File: config.mk
export PLATFORM = sky130hd
export DESIGN_NAME = traffic_phase_arbiter
export DESIGN_NICKNAME = d
export VERILOG_FILES = /design/src/rtl/traffic_phase_arbiter.sv
export SDC_FILE = /design/constraint.sdc
export NUM_CORES = 1
export LEC_CHECK = 0
export BUFFER_PORTS_ARGS = -buffer_cell sky130_fd_sc_hd__buf_2
export CAP_MARGIN = 20
export CORE_UTILIZATION = 50
export DETAILED_ROUTE_END_ITERATION = 10
export GPL_TIMING_DRIVEN = 0
export PLACE_DENSITY = 0.77
export RECOVER_POWER = 25
export SYNTH_ARGS = -nofsm -noshare
export SYNTH_HDL_FRONTEND = slang
export SYNTH_SLANG_ARGS = --single-unit
File: constraint.sdc
create_clock -name clk -period 2.4 [get_ports clk]
set_input_delay 0.24 -clock clk [delete_from_list [all_inputs] [get_ports clk]]
set_output_delay 0.24 -clock clk [all_outputs]
set_load 0.005 [all_outputs]
File: src/rtl/traffic_phase_arbiter.sv
// Demand-actuated, round-robin green-phase arbiter for a four-approach intersection.
// It steps through GREEN -> YELLOW -> ALLRED and skips approaches that have no waiting traffic.
module traffic_phase_arbiter #(
  parameter int GREEN_MIN = 2,
  parameter int GREEN_MAX = 6,
  parameter int YELLOW    = 1,
  parameter int ALLRED    = 1,
  parameter int CNT_W     = 4
) (
  input  logic       clk,
  input  logic       rst_n,
  input  logic [3:0] req,
  output logic [6:0] HighwayN,
  output logic [6:0] CityE,
  output logic [6:0] HighwayS,
  output logic [6:0] CityW,
  output logic [3:0] grant,
  output logic [1:0] active
);

  localparam logic [6:0] LIGHT_RED    = 7'b1110111;
  localparam logic [6:0] LIGHT_YELLOW = 7'b0110011;
  localparam logic [6:0] LIGHT_GREEN  = 7'b1011111;

  localparam logic [CNT_W-1:0] G_MIN = CNT_W'(GREEN_MIN);
  localparam logic [CNT_W-1:0] G_MAX = CNT_W'(GREEN_MAX);
  localparam logic [CNT_W-1:0] Y_LEN = CNT_W'(YELLOW);
  localparam logic [CNT_W-1:0] A_LEN = CNT_W'(ALLRED);
  localparam logic [CNT_W-1:0] ONE   = CNT_W'(1);

  typedef enum logic [1:0] {IDLE, GREEN, YELLOW_S, ALLRED_S} state_t;

  state_t           state, state_nxt;
  logic [CNT_W-1:0] cnt, cnt_nxt;
  logic [1:0]       cur, cur_nxt;
  logic [1:0]       last, last_nxt;

  logic       found;
  logic [1:0] winner;
  logic [1:0] idx;
  logic [3:0] cur_oh;
  logic       other_req;
  logic [6:0] lights [4];

  assign cur_oh    = 4'b0001 << cur;
  assign other_req = |(req & ~cur_oh);

  // Search from farthest (last) to nearest (last+1), so the nearest requester is written last and wins.
  always_comb begin
    found  = 1'b0;
    winner = last;
    idx    = last;
    for (int i = 4; i >= 1; i--) begin
      idx = last + 2'(i);
      if (req[idx]) begin
        found  = 1'b1;
        winner = idx;
      end
    end
  end

  // NOTE: sequential state uses non-blocking assignments so every register samples pre-edge values.
  always_ff @(posedge clk or negedge rst_n) begin
    if (!rst_n) begin
      state <= IDLE;
      cnt   <= '0;
      cur   <= 2'd0;
      last  <= 2'd3;
    end else begin
      state <= state_nxt;
      cnt   <= cnt_nxt;
      cur   <= cur_nxt;
      last  <= last_nxt;
    end
  end

  // NOTE: every signal driven here gets a default first, so no path infers a latch.
  always_comb begin
    state_nxt = state;
    cnt_nxt   = cnt;
    cur_nxt   = cur;
    last_nxt  = last;
    case (state)
      IDLE: begin
        if (found) begin
          state_nxt = GREEN;
          cur_nxt   = winner;
          last_nxt  = winner;
          cnt_nxt   = ONE;
        end
      end
      GREEN: begin
        if (cnt >= G_MIN && other_req && (!req[cur] || cnt >= G_MAX)) begin
          state_nxt = YELLOW_S;
          cnt_nxt   = ONE;
        end else if (cnt < G_MAX) begin
          cnt_nxt = cnt + ONE;
        end
      end
      YELLOW_S: begin
        if (cnt >= Y_LEN) begin
          state_nxt = ALLRED_S;
          cnt_nxt   = ONE;
        end else begin
          cnt_nxt = cnt + ONE;
        end
      end
      ALLRED_S: begin
        if (cnt >= A_LEN) begin
          if (found) begin
            state_nxt = GREEN;
            cur_nxt   = winner;
            last_nxt  = winner;
            cnt_nxt   = ONE;
          end else begin
            state_nxt = IDLE;
            cnt_nxt   = '0;
          end
        end else begin
          cnt_nxt = cnt + ONE;
        end
      end
      default: begin
        state_nxt = IDLE;
        cnt_nxt   = '0;
      end
    endcase
  end

  // Moore outputs: only registered state feeds the displays and the grant vector.
  always_comb begin
    for (int i = 0; i < 4; i++) lights[i] = LIGHT_RED;
    grant = 4'b0000;
    case (state)
      GREEN: begin
        lights[cur] = LIGHT_GREEN;
        grant       = cur_oh;
      end
      YELLOW_S: lights[cur] = LIGHT_YELLOW;
      default: ;
    endcase
  end

  assign HighwayN = lights[0];
  assign CityE    = lights[1];
  assign HighwayS = lights[2];
  assign CityW    = lights[3];
  assign active   = cur;

endmodule
# Word level (Yosys, flattened, before mapping)
# Cells that the tools add are included.
[totals]
output_inout_bits = 34
elab_cells = 83
register_bits = 10
inputBits = 6
[op_classes]
n_lt_le_gt_ge = 11
bitwise_logic = 4
n_eq_ne = 8
addsub = 4
reduce_logical = 11
mux = 40
n_shift = 1
[op_table]
columns = ["cell", "count"]
rows = [
  ["28-bit one-hot mux with 2 select lines", 1],
  ["4-bit 2-to-1 mux", 6],
  ["24-bit NOT", 1],
  ["2-bit 2-to-1 mux", 11],
  ["4-bit one-hot mux with 4 select lines", 1],
  ["2-bit by 3-bit < comparator with 1-bit output (second input constant)", 5],
  ["7-bit demux with 2-bit select", 1],
  ["1-bit 2-to-1 mux", 11],
  ["1-bit binary-select mux with 2-bit select", 5],
  ["2-bit != test (second input constant)", 4],
  ["2-bit one-hot mux with 2 select lines", 2],
  ["2-bit one-hot mux with 4 select lines", 1],
  ["7-bit 2-to-1 mux", 1],
  ["2-bit adder (second input constant)", 2],
  ["4-bit by 1-bit adder with 4-bit output (second input constant)", 1],
  ["4-bit AND", 1],
  ["2-bit == test (second input constant)", 2],
  ["4-bit by 1-bit greater-or-equal comparator with 1-bit output (second input constant)", 1],
  ["4-bit by 2-bit greater-or-equal comparator with 1-bit output (second input constant)", 1],
  ["4-bit by 3-bit greater-or-equal comparator with 1-bit output (second input constant)", 1],
  ["4-bit by 3-bit < comparator with 1-bit output (second input constant)", 1],
  ["4-bit NOT", 1],
  ["2-bit AND reduction", 2],
  ["4-bit AND reduction", 1],
  ["other kinds (13)", 15],
]

# Logic depth before layout (Yosys ltp)
[logic_depth]
ltp_word = 9
ltp_mapped = 7
ltp_nobuf = 7

# Least setup slack after synthesis
# Ideal clock, no wire load.
[synth_path]
path_kind = "reg-to-reg"
from = "register cnt[1]"
to = "register cnt[2]"
t_arrival_ns = 1.912
path_stages_with_launch = 8
setup_time_ns = 0.065
n_path_buf = 0
setup_slack_ns = 0.423
required_time_ns = 2.335
synth_period_minus_slack_ns = 1.977
path_cell_list = "dfrtp_1 inv_1 ha_1 nor4b_2 o21ai_0 a21boi_2 a2111oi_1 a211o_1"
[synth_between]
elab_chain_len = 5
elab_cells_between_ends = 15
cone_classes = "1 x add/sub; 4 x order compare; 1 x eq/ne; 5 x mux; 4 x reduce/logical"
[synth_rtl]
columns = ["element", "line", "text"]
rows = [
  ["from (decl)", "34", "logic [CNT_W-1:0] cnt, cnt_nxt;"],
  ["from (signal assigned)", "71", "cnt <= cnt_nxt;"],
  ["4-bit by 2-bit greater-or-equal comparator with 1-bit output or 4-bit by 3-bit greater-or-equal comparator with 1-bit output (tied branches)", "93", "if (cnt >= G_MIN && other_req && (!req[cur] || cnt >= G_MAX)) begin"],
  ["1-bit logical AND or 1-bit logical OR (tied branches)", "93", ""],
  ["1-bit logical AND", "93", ""],
  ["4-bit 2-to-1 mux or 3-bit != test (tied branches)", "--", ""],
  ["4-bit one-hot mux with 4 select lines or 2-bit AND reduction (tied branches)", "--", ""],
]
# Parallel ways exist; a longest one is shown, timed or not. The select of a mux whose other input is x is not followed.
# A chain may end at the register's enable or synchronous reset.

# Final worst setup path
# Ends and elaborated chain as after synthesis.

==> impl_metrics.tcl <==
set metrics [dict create \
    outcome "finished, final reports clean" \
    synth_area_per_cell_um2 7.769 \
    die_w_um 49.96 \
    worst_pin_slew_ps 522.9 \
    ys_ff_latch 10 \
    htreeDepth 1 \
    finalHoldViolCount 0 \
    slew_headroom 0.6514 \
    finalNonFillerCells 216 \
    max_freq_ghz 0.4511 \
    combPwrFrac 0.739 \
    die_h_um 49.96 \
    dieArea_um2 2496 \
    synth.yosys.seq_area_share 0.2198 \
    grt_max_degree 11 \
    layout-drive-gt1-share 0.3069 \
    setup_viol 0 \
    leakage_nw 0.6939 \
    clkSinkCount 10 \
    drc 0 \
    nFillCells 183 \
    post_drt_wl_per_cell_um 11.95 \
    cp.arrival_ps 2440 \
    fin_tns_setup_ps 0 \
    ys_types 43 \
    cts_setup_buffers 0 \
    firstDrtPassIters 5 \
    switching_share 0.4658 \
    finalCriticalPeriod_ps 2217 \
    synth_edf_count 0 \
    grt-ovfl-total 0 \
    core_area_um2 2062 \
    nets 204 \
    clockPowerShare 0.083 \
    maxCapViolCount 0 \
    p_seq_frac 0.179 \
    netSwitchingPower_w 0.0008819 \
    crit_fanout 6 \
    initial_core_util 0.5576 \
    viasPerCell 5.380 \
    min_path_type "input port to register" \
    yosys_warnings 0 \
    finClkSkew_ps 12.26 \
    gp_congestion 0.9095 \
    numCtsBuffers 3 \
    drv_slew 0 \
    area_delta_synth_final_pct 22.09 \
    clock-root-buffer "clkbuf_4" \
    grt_pass1_wl_um 4243 \
    required_ps 2620 \
    antenna_found_initial 0 \
    dp_cells 211 \
    via_count 1162 \
    hpwl_um 2057 \
    async_flop_share 1.000 \
    power_per_cell_area_nw_per_um2 1349 \
    finalCritPeriodShare 0.9236 \
    gr-usage-all-layers 0.2213 \
    clk_path_buf_depth 2 \
    final_util 0.6808 \
    clkTransAtPathRegs_ps 80 \
    drt_iter0_markers 29 \
    crit_path_start_kind "register" \
    grt_pass1_vias 995 \
    rsz0062_at_grt "false" \
    cp-end-kind "register" \
    io_buffers 25 \
    num_rows 16 \
    io_pins 40 \
    place_area_um2 1350 \
    final_common_cell "buf_2" \
    ant_nets 0 \
    critPathKind "register to register" \
    antenna_cells 0 \
    cts_tree "yes" \
    synth-main-ff-cell "dfrtp_1" \
    peakVddDrop_uv 779.6 \
    internal_power_w 0.001011 \
    ff2ff_setup_slack_ps 180 \
    synth_cells 148 \
    wl_um 2581 \
    fin_area_um2 1404 \
    holdWs_ps 378.0 \
    clk_latency_ps 280 \
    synth_area_um2 1150 \
    final_cell_mix "buf_2, nand2_1, buf_4, conb_1" \
]
[final cells by class]
type | count | area (um2) | share of cell area
inverter | 9 | 33.78 | 0.02406
timing repair buffer | 26 | 133.9 | 0.09536
multi-input combinational | 117 | 755.7 | 0.5383
tap | 27 | 33.78 | 0.02406
clock buffer | 4 | 36.28 | 0.02585
buffer | 23 | 157.7 | 0.1123
sequential | 10 | 252.7 | 0.1800
[sequential cells by signal, summed over array words and instances (netlist names)]
signal and count:
state 2, last 2, cnt 4, active 2
[synth_stat cells, types with 4 or more instances]
cell	instances	area share
a21oi_1	11	0.048
buf_4	16	0.10
dfrtp_1	8	0.17
ha_1	8	0.087
inv_1	9	0.029
nand2_1	22	0.072
nand2b_1	4	0.022
nor2_1	11	0.036
nor3_1	6	0.026
o211ai_1	4	0.026
o21ai_0	6	0.026
[worst paths after layout]
kind / startpoint / to / depth (start not counted)
setup / recovery: cnt[1]$_DFFE_PN0P_ / cnt[2]$_DFFE_PN0P_ / 7
hold / removal: req[0] / last[0]$_DFFE_PN1P_ / 4
setup reg to reg: cnt[1]$_DFFE_PN0P_ / cnt[2]$_DFFE_PN0P_ / 7
hold reg to reg: last[0]$_DFFE_PN1P_ / last[0]$_DFFE_PN1P_ / 2
max in group asynchronous: rst_n / last[0]$_DFFE_PN1P_ / 2
min in group asynchronous: rst_n / state[0]$_DFFE_PN0P_ / 2
[timing repair]
action / in CTS / in global routing
gates resized for setup: 0 / 1
hold endpoints to repair: 8 / 0
hold buffers: 1 / 0
endpoints found under the setup margin: 0 / 1
[cell families after synthesis]
kind of cell             after synthesis  synth area share
flip-flops                            10            0.2198
other                                  1          0.003261
adder cells (fa/ha/maj)                8           0.08705
multiplexers                           3           0.04244
buffers and inverters                 32            0.1665
AND/OR/NAND/NOR                       55            0.2372
AO/OA/AOI/OAI                         39            0.2438
[power by group through the flow]
stage / Sequential [W] / Clock, W / Combinational [W]
2_1_floorplan: 0.000321 / 0 / 0.000966
3_3_place_gp: 0.000332 / 0 / 0.00133
3_5_place_dp: 0.000338 / 0 / 0.00138
4_1_cts: 0.000336 / 0.000162 / 0.00139
5_1_grt: 0.000347 / 0.000173 / 0.00156
6_report: 0.000338 / 0.000157 / 0.00140
[worst max-delay path: stages, from the launching register on]
cell       delay, ps
dfrtp_1          430
inv_1            100
ha_1             230
nor4b_4          390
o21ai_0          210
a21boi_2         220
a2111oi_1        420
a211o_1          160
[stage by stage]
stage	total power, W	setup WS (ps)
after floorplan	0.001286	423.3
after global placement	0.001666	222.0
after detailed placement	0.001722	116.5
after CTS	0.001887	101.2
after global routing	0.002079	69.21
final	0.001893	183.3
[routing by layer]
layer	vias to the layer above	global-route usage	share of wire
met1	525	0.2660	0.41
li1	577	-	-
met2	48	0.3964	0.51
met4	0	0.05238	0.016
met5	-	0	0
met3	12	0.04630	0.063
Power figures use the tool's default switching activity.
